File: config.mk
export PLATFORM = sky130hd
export DESIGN_NAME = sensor_level_conditioner
export DESIGN_NICKNAME = d
export VERILOG_FILES = /design/src/rtl/sensor_level_conditioner.sv
export SDC_FILE = /design/constraint.sdc
export NUM_CORES = 1
export LEC_CHECK = 0
export BUFFER_PORTS_ARGS = -buffer_cell sky130_fd_sc_hd__buf_2
export CORE_UTILIZATION = 59
export DETAILED_ROUTE_END_ITERATION = 10
export PLACE_DENSITY = 0.77
export REMOVE_ABC_BUFFERS = 1
export SYNTH_ARGS = -nofsm -noshare
export SYNTH_HDL_FRONTEND = slang
export SYNTH_SLANG_ARGS = --single-unit
File: constraint.sdc
create_clock -name clk -period 2.36 [get_ports clk]
set_clock_uncertainty 0.05 [all_clocks]
set_input_delay 0.354 -clock clk [delete_from_list [all_inputs] [get_ports clk]]
set_output_delay 0.354 -clock clk [all_outputs]
set_load 0.05 [all_outputs]
File: src/rtl/sensor_level_conditioner.sv
// sensor_level_conditioner
// Tank level front end. It synchronises the enable switch and the three level
// probes, debounces each probe, and rejects level codes that are not
// physically possible. It then drives the pump request with hysteresis and
// raises the sensor fault flag when the probe readings stay inconsistent.
module sensor_level_conditioner #(
    parameter int DEB_CYCLES   = 16,
    parameter int FAULT_CYCLES = 8,
    parameter int CLEAR_CYCLES = 32,
    parameter int CW           = 6
) (
    input  logic clk,
    input  logic rst_n,
    input  logic en,
    input  logic l_in,
    input  logic m_in,
    input  logic h_in,
    output logic l,
    output logic m,
    output logic h,
    output logic bs,
    output logic m7
);

    typedef enum logic [1:0] {
        NORMAL  = 2'd0,
        SUSPECT = 2'd1,
        FAULT   = 2'd2
    } state_t;

    logic [3:0]         sync_1;
    logic [3:0]         sync_2;
    logic               s_en;
    logic [2:0]         s_probe;
    logic [2:0]         deb;
    logic [2:0][CW-1:0] deb_cnt;
    logic               code_valid;

    state_t             state;
    state_t             state_n;
    logic [CW-1:0]      fcnt;
    logic [CW-1:0]      fcnt_n;
    logic [CW-1:0]      ccnt;
    logic [CW-1:0]      ccnt_n;
    logic               h_n;
    logic               m_n;
    logic               l_n;
    logic               bs_n;
    logic               m7_n;

    assign s_en    = sync_2[3];
    assign s_probe = sync_2[2:0];

    // Two-flop synchronisers for the enable switch and the probes {h, m, l}.
    always_ff @(posedge clk) begin
        if (!rst_n) begin
            sync_1 <= '0;
            sync_2 <= '0;
        end else begin
            sync_1 <= {en, h_in, m_in, l_in};
            sync_2 <= sync_1;
        end
    end

    // Accept a probe change only after it has held for DEB_CYCLES samples.
    always_ff @(posedge clk) begin
        if (!rst_n) begin
            deb     <= '0;
            deb_cnt <= '0;
        end else begin
            for (int i = 0; i < 3; i++) begin
                if (s_probe[i] == deb[i]) begin
                    deb_cnt[i] <= '0;
                end else if (deb_cnt[i] == CW'(DEB_CYCLES - 1)) begin
                    deb[i]     <= s_probe[i];
                    deb_cnt[i] <= '0;
                end else begin
                    deb_cnt[i] <= deb_cnt[i] + CW'(1);
                end
            end
        end
    end

    // A real tank can only read as a thermometer code: 000, 001, 011 or 111.
    assign code_valid = deb inside {3'b000, 3'b001, 3'b011, 3'b111};

    // State, counters and all outputs are registered together.
    always_ff @(posedge clk) begin
        if (!rst_n) begin
            state <= NORMAL;
            fcnt  <= '0;
            ccnt  <= '0;
            h     <= 1'b0;
            m     <= 1'b0;
            l     <= 1'b0;
            bs    <= 1'b0;
            m7    <= 1'b0;
        end else begin
            state <= state_n;
            fcnt  <= fcnt_n;
            ccnt  <= ccnt_n;
            h     <= h_n;
            m     <= m_n;
            l     <= l_n;
            bs    <= bs_n;
            m7    <= m7_n;
        end
    end

    // Next-state logic: the level display tracks valid codes, and the pump uses hysteresis.
    always_comb begin
        state_n = state;
        fcnt_n  = fcnt;
        ccnt_n  = ccnt;
        h_n     = h;
        m_n     = m;
        l_n     = l;
        bs_n    = bs;
        m7_n    = 1'b0;

        case (state)
            NORMAL: begin
                if (code_valid) begin
                    {h_n, m_n, l_n} = deb;
                    if (deb == 3'b000 || deb == 3'b001) begin
                        bs_n = 1'b1;
                    end else if (deb == 3'b111) begin
                        bs_n = 1'b0;
                    end
                end else begin
                    state_n = SUSPECT;
                    fcnt_n  = CW'(1);
                end
            end
            SUSPECT: begin
                if (code_valid) begin
                    state_n = NORMAL;
                    fcnt_n  = '0;
                end else if (fcnt == CW'(FAULT_CYCLES - 1)) begin
                    state_n = FAULT;
                    fcnt_n  = '0;
                    ccnt_n  = '0;
                end else begin
                    fcnt_n = fcnt + CW'(1);
                end
            end
            FAULT: begin
                bs_n = 1'b0;
                m7_n = 1'b1;
                if (code_valid) begin
                    if (ccnt == CW'(CLEAR_CYCLES - 1)) begin
                        state_n = NORMAL;
                        ccnt_n  = '0;
                        m7_n    = 1'b0;
                    end else begin
                        ccnt_n = ccnt + CW'(1);
                    end
                end else begin
                    ccnt_n = '0;
                end
            end
            default: begin
                state_n = NORMAL;
                fcnt_n  = '0;
                ccnt_n  = '0;
            end
        endcase

        if (!s_en) begin
            bs_n = 1'b0;
        end
    end

endmodule

==> impl_metrics.yaml, run 1 <==
global_routing:
  grt_max_degree: 25
  grt.overflow.total: 0
  grt_antenna_before_repair: 0
  grt_pass1_wl_um: 6030
  grt.total_usage_pct: 22.33
  grt_pass1_vias: 1490
placed_design:
  hpwl_um: 2511
  routabilityCongestion: 0.8178
  dp_slack_ps: 542.5
  placed_area_um2: 2077
  io_buffers: 10
  dp.cells: 264
synth:
  synthCells: 217
  synthTopCellsByCount: "dfxtp_1 (48), nor2_1 (28), nand3_1 (18)"
  async_flop_share_pct: 0
  yosysTopAreaCell: "dfxtp_1"
  ys.flop_type: "dfxtp_1"
  seq_area_frac_synth_pct: 47.97
  synth_most_common_cell: "dfxtp_1"
  avgSynthCellArea_um2: 9.231
  syn-cell-area_um2: 2003
  synth_seq_cells: 48
  yosysUniqueCellTypes: 41
  yosys_warnings: 0
  synth_edf_count: 0
  synth_area_leaders: "dfxtp_1 (48%), nor2_1 (5.2%), xor2_1 (4.8%)"
  synth_top_area_share_pct: 47.97
setup_path:
  startpoint: "fcnt[0]"
  r2r_start: "fcnt[0]"
  reg2reg_slack_ps: 520
  r2r-end: "fcnt[3]"
  cp_slowest_cell: "nor4bb_1"
  startpoint_type: "flip-flop"
  required_ps: 2570
  cp-endpoint: "fcnt[3]"
  reg2regPathDepth: 5
  path_max_fanout: 4
  crit_path_end_kind: "flip-flop"
  path_cells: "ha_1, nor4bb_1, nor2b_1, nor3_1, a31o_2"
  critPathKind: "flip-flop to flip-flop"
  arrival_ps: 2040
  slowest_delay_ps: 460
floorplanning:
  die_area_um2: 3632
  io_pins: 11
  die_h_um: 60.27
  die_x_um: 60.27
  core_um2: 3128
  start_util_pct: 64.04
  rows: 20
clocking:
  cts.sinks: 48
  ctsHoldBuffers: 0
  post_cts_resize_count: 0
  cts.htree.levels: 2
  numCtsBuffers: 5
  clock_latency_ps: 350
  ctsRootBufferMaster: "clkbuf_4"
  clk_pin_slew_worst_paths_ps: 130
  cts_setup_buffers: 0
  clk_path_buf_depth: 2
  cts_tree: "yes"
final_layout:
  antenna_cells: 0
  final_cells: 271
  multi_input_area_um2: 988.4
  post-route-util_pct: 69.52
  final-seq-area_um2: 960.9
  final_area_um2: 2175
  drive_above_1_share_pct: 10.13
  final_nets: 238
  syn_to_final_growth_pct: 8.557
  num-fill-cells: 263
power_and_ir_drop:
  power_density_nw_per_um2: 651.1
  power_switching_uw: 263.8
  combPwrFrac_pct: 1.8
  clock_power_share_pct: 40.1
  total_power_mw: 1.416
  p_leak_nw: 0.8679
  p_seq_share_pct: 58.1
  p_int_mw: 1.152
  ir_drop_mv: 0.5176
  p_sw_share_pct: 18.63
sta:
  timing.final.hold_violations: 0
  maxSlewHeadroom_pct: 58.19
  grt_setup_unrepaired: "false"
  drv_slew: 0
  setup_viol: 0
  period_share_pct: 77.84
  fin_hold_ws_ps: 145.7
  worst_pin_slew_ps: 626.3
  final.setup.worst_slack_ps: 523.1
  fmax_ghz: 0.5444
  period_needed_ps: 1837
  setup_tns_ps: 0
drt:
  num_vias: 1519
  via_per_inst: 5.605
  drc_errors: 0
  drtAntennaViolNets: 0
  drtIter0Drc: 114
  drt_wl_total_um: 3412
  drt-wirelength-per-cell_um: 12.59
  dr.pass1.iters: 4
run_status:
  status: "finished clean"
min_path:
  min_path_type: "primary input to flip-flop"
flow_run:
  max-cap-violations: 0
[worst min path at each step]
stage | from | endpoint | slack [ps] | cells after the start
after floorplan | sync_1[0] | sync_2[0] | 360 | 1
after global placement | sync_1[1] | sync_2[1] | 370 | 1
after detailed placement | sync_1[3] | sync_2[3] | 380 | 1
after CTS | en | sync_1[3] | 140 | 2
after global routing | l_in | sync_1[0] | 120 | 2
final | l_in | sync_1[0] | 150 | 2
[layout make-up]
class | instances | area share [%]
Timing Repair Buffer | 11 | 2.647
Inverter | 4 | 0.6904
Clock inverter | 2 | 2.762
Clock buffer | 5 | 1.726
Sequential cell | 48 | 44.19
Multi-Input combinational cell | 157 | 45.45
Tap cell | 44 | 2.532
[power groups by stage]
| stage | Sequential (mW) | Clock (mW) | Combinational, mW |
|---|---|---|---|
| 6_report | 0.823 | 0.568 | 0.0253 |
| 3_3_place_gp | 0.840 | 0 | 0.0246 |
| 4_1_cts | 0.823 | 0.579 | 0.0257 |
| 3_5_place_dp | 0.841 | 0 | 0.0255 |
| 5_1_grt | 0.824 | 0.612 | 0.0287 |
| 2_1_floorplan | 0.841 | 0 | 0.0117 |
[critical path: cells and delay by family (launching register included)]
family          cells  cell delay, ps
simple gates        3             850
flops               1             400
compound gates      1             240
fa+ha+maj           1             210
[sequential cells by signal, indices dropped and copies added (netlist names)]
register,count
sync_1,4
m,1
state,2
bs,1
fcnt,6
sync_2,4
ccnt,6
l,1
m7,1
deb,3
h,1
deb_cnt,18
[kinds of logic (layout without fill, tap and decap cells)]
logic type / Yosys count / in the layout / share of synthesized area [%]
adder cells (fa/ha/maj): 5 / 5 / 3.123
flip-flops: 48 / 48 / 47.97
multiplexers: 4 / 4 / 1.999
XOR/XNOR: 18 / 18 / 7.870
AO/OA/AOI/OAI: 32 / 32 / 10.81
AND/OR/NAND/NOR: 98 / 98 / 25.55
buffers and inverters: 12 / 22 / 2.685
[cells in the final DEF, fill, tap and decap left out, types with 7 or more instances in the layout]
master / instances
xor2_1: 11
a21oi_1: 9
nor2_1: 28
nand3_1: 18
xnor2_1: 7
dfxtp_1: 48
buf_2: 10
and2_1: 8
nand2_1: 11
[metal layers]
metal  share of wire (%)  vias to the layer above  routed length [µm]  track usage [%]
met3                 3.3                        5                 112            8.225
met1                  47                      714                1590            24.46
li1                    -                      777                   -                -
met5                   0                        -                   0                0
met2                  49                       23                1672            40.03
met4                 1.1                        0                  36            5.980
No activity file was read; power rests on OpenSTA's default activity.
==> run 2: changes to the inputs <==
--- a/config.mk
+++ b/config.mk
@@ -5,6 +5,7 @@
 export SDC_FILE = /design/constraint.sdc
 export NUM_CORES = 1
 export LEC_CHECK = 0
+export ABC_AREA = 1
 export BUFFER_PORTS_ARGS = -buffer_cell sky130_fd_sc_hd__buf_2
 export CORE_UTILIZATION = 59
 export DETAILED_ROUTE_END_ITERATION = 10
==> constraint.sdc (replaced) <==
create_clock -name clk -period 1.7 [get_ports clk]
set_clock_uncertainty 0.05 [all_clocks]
set_input_delay 0.255 -clock clk [delete_from_list [all_inputs] [get_ports clk]]
set_output_delay 0.255 -clock clk [all_outputs]
set_load 0.05 [all_outputs]
==> run 2 against run 1 <==
Clock power shrank 4.6%. Core utilization shrank 2.4 points. Hold slack lost 130 ps. Critical path depth grew 1. Sequential power grew 39%. Maximum frequency grew 29%. Routed wire length grew 2.1%. Die area grew 4.2%. Largest cell class unchanged.
==> impl_metrics.yaml, run 2 <==
run_status:
  status: "finished clean"
sta:
  timing.final.hold_violations: 0
  fin_hold_ws_ps: 18.22
  fmax_ghz: 0.7031
  drv_slew: 0
  worst_pin_slew_ps: 535.4
  setup_viol: 0
  period_needed_ps: 1422
  grt_setup_unrepaired: "false"
  maxSlewHeadroom_pct: 64.27
  setup_tns_ps: 0
  period_share_pct: 83.67
synth:
  seq_area_frac_synth_pct: 45.99
  synth_area_leaders: "dfxtp_1 (46%), nand2_1 (8.3%), inv_1 (6.5%)"
  synth_seq_cells: 48
  synth_most_common_cell: "dfxtp_1"
  yosysTopAreaCell: "dfxtp_1"
  syn-cell-area_um2: 2090
  async_flop_share_pct: 0
  synthTopCellsByCount: "dfxtp_1 (48), nand2_1 (46), inv_1 (36)"
  synthCells: 271
  ys.flop_type: "dfxtp_1"
  synth_edf_count: 0
  synth_top_area_share_pct: 45.99
  avgSynthCellArea_um2: 7.710
  yosysUniqueCellTypes: 26
  yosys_warnings: 0
final_layout:
  largest_reg_flops: 18
  post-route-util_pct: 67.15
  reg_top3: "deb_cnt x18, ccnt x6, fcnt x6"
  antenna_cells: 0
  drive_above_1_share_pct: 13.89
  final_common_cell: "dfxtp_1"
  final_nets: 298
  syn_to_final_growth_pct: 8.084
  final_cells: 334
  final_cell_mix: "dfxtp_1 (48), nand2_1 (46), inv_1 (36), nor2_1 (25), nand3_1 (24)"
  top_register: "deb_cnt"
global_routing:
  grt.total_usage_pct: 21.43
  grt_pass1_wl_um: 5996
  grt_pass1_vias: 1491
  grtUsageMet1_pct: 27.01
  grtUsageMet2_pct: 35.79
  grt_antenna_before_repair: 0
  grt_use_met3_pct: 4.412
  grt.overflow.total: 0
  grt_max_degree: 21
  grt.busiest_layer: "met2"
clocking:
  ctsRootBufferMaster: "clkbuf_4"
  cts_setup_buffers: 0
  cts.htree.levels: 2
  clock_latency_ps: 350
  post_cts_resize_count: 0
  cts_tree: "yes"
  numCtsBuffers: 5
  cts.sinks: 48
  clk_pin_slew_worst_paths_ps: 130
  ctsHoldBuffers: 0
  clk_path_buf_depth: 2
setup_path:
  path_max_fanout: 5
  startpoint_type: "flip-flop"
  startpoint: "ccnt[1]"
  critPathKind: "flip-flop to flip-flop"
  required_ps: 1890
  r2r_start: "ccnt[1]"
  arrival_ps: 1610
  crit_path_end_kind: "flip-flop"
floorplanning:
  start_util_pct: 62.13
  die_area_um2: 3783
  rows: 21
  die_h_um: 61.51
  core_um2: 3363
  die_x_um: 61.51
  io_pins: 11
drt:
  via_per_inst: 5.075
  drc_errors: 0
  dr.pass1.iters: 4
  drt_wl_total_um: 3482
  drtAntennaViolNets: 0
  drtIter0Drc: 124
  drt-wirelength-per-cell_um: 10.43
  num_vias: 1695
min_path:
  min_path_type: "primary input to flip-flop"
  min-delay-start: "en"
power_and_ir_drop:
  ir_drop_mv: 0.5921
  power_density_nw_per_um2: 762.8
  p_leak_nw: 0.9070
flow_run:
  max-cap-violations: 0
placed_design:
  io_buffers: 10
  dp.cells: 326
  routabilityCongestion: 0.8739
  hpwl_um: 2563
run 2: cell types whose count changed after synthesis, moves of 8 or more:
cell,previous run,this run
a21oi_1,9,22
and2_1,8,0
inv_1,4,36
nand2_1,11,46
nand4_1,2,10
run 2: per-layer routing:
metal  part of all wire, %  wire length [µm]  vias up
met5                     0                 0        -
met4                   1.8                62        0
met3                   3.0               105        8
met2                    46              1606       23
met1                    49              1707      758
li1                      -                 -      906
run 2: worst max-delay path, cell delays in order (launching register included):
cell	delay [ps]
dfxtp_1	410
ha_1	210
nand3_1	140
nor2_2	200
nor2_1	60
a21oi_1	150
a21oi_1	80
run 2: path summary, 6_finish.rpt:
kind               endpoint  cells past startpoint  slack (ps)
setup / recovery   state[1]                      6         280
hold reg to reg   sync_2[1]                      2         370
hold / removal    sync_1[3]                      3          20
setup reg to reg   state[1]                      6         280
run 2: cell families after synthesis:
family / Yosys count / synth area share [%]
and+or+nand+nor: 124 / 28.74
DFF: 48 / 45.99
buffers and inverters: 44 / 7.963
AOI/OAI and AO/OA: 42 / 10.96
xor gates and xnor gates: 8 / 3.353
adders and majority gates: 5 / 2.994
run 2: layout make-up:
class,instances,area (µm²)
multi-input combinational,179,962.2
sequential,48,960.9
timing repair buffer,12,65.06
tap,46,57.56
fill,318,1105
clock buffer,8,58.81
inverter,41,153.9
run 2: metrics by stage:
stage          worst slack, ps  instance area, µm²  power [mW]
3_3_place_gp             339.9                2200       1.204
6_report                 277.7                2258       1.723
3_5_place_dp             297.9                2200       1.206
5_1_grt                  128.5                2258       1.795
4_1_cts                  280.9                2258       1.739
2_1_floorplan            378.4                2077       1.188
run 2: power breakdown:
part	switching (mW)	internal, mW
Clock	0.338	0.205
Sequential	0.00549	1.14
Combinational	0.0266	0.0119
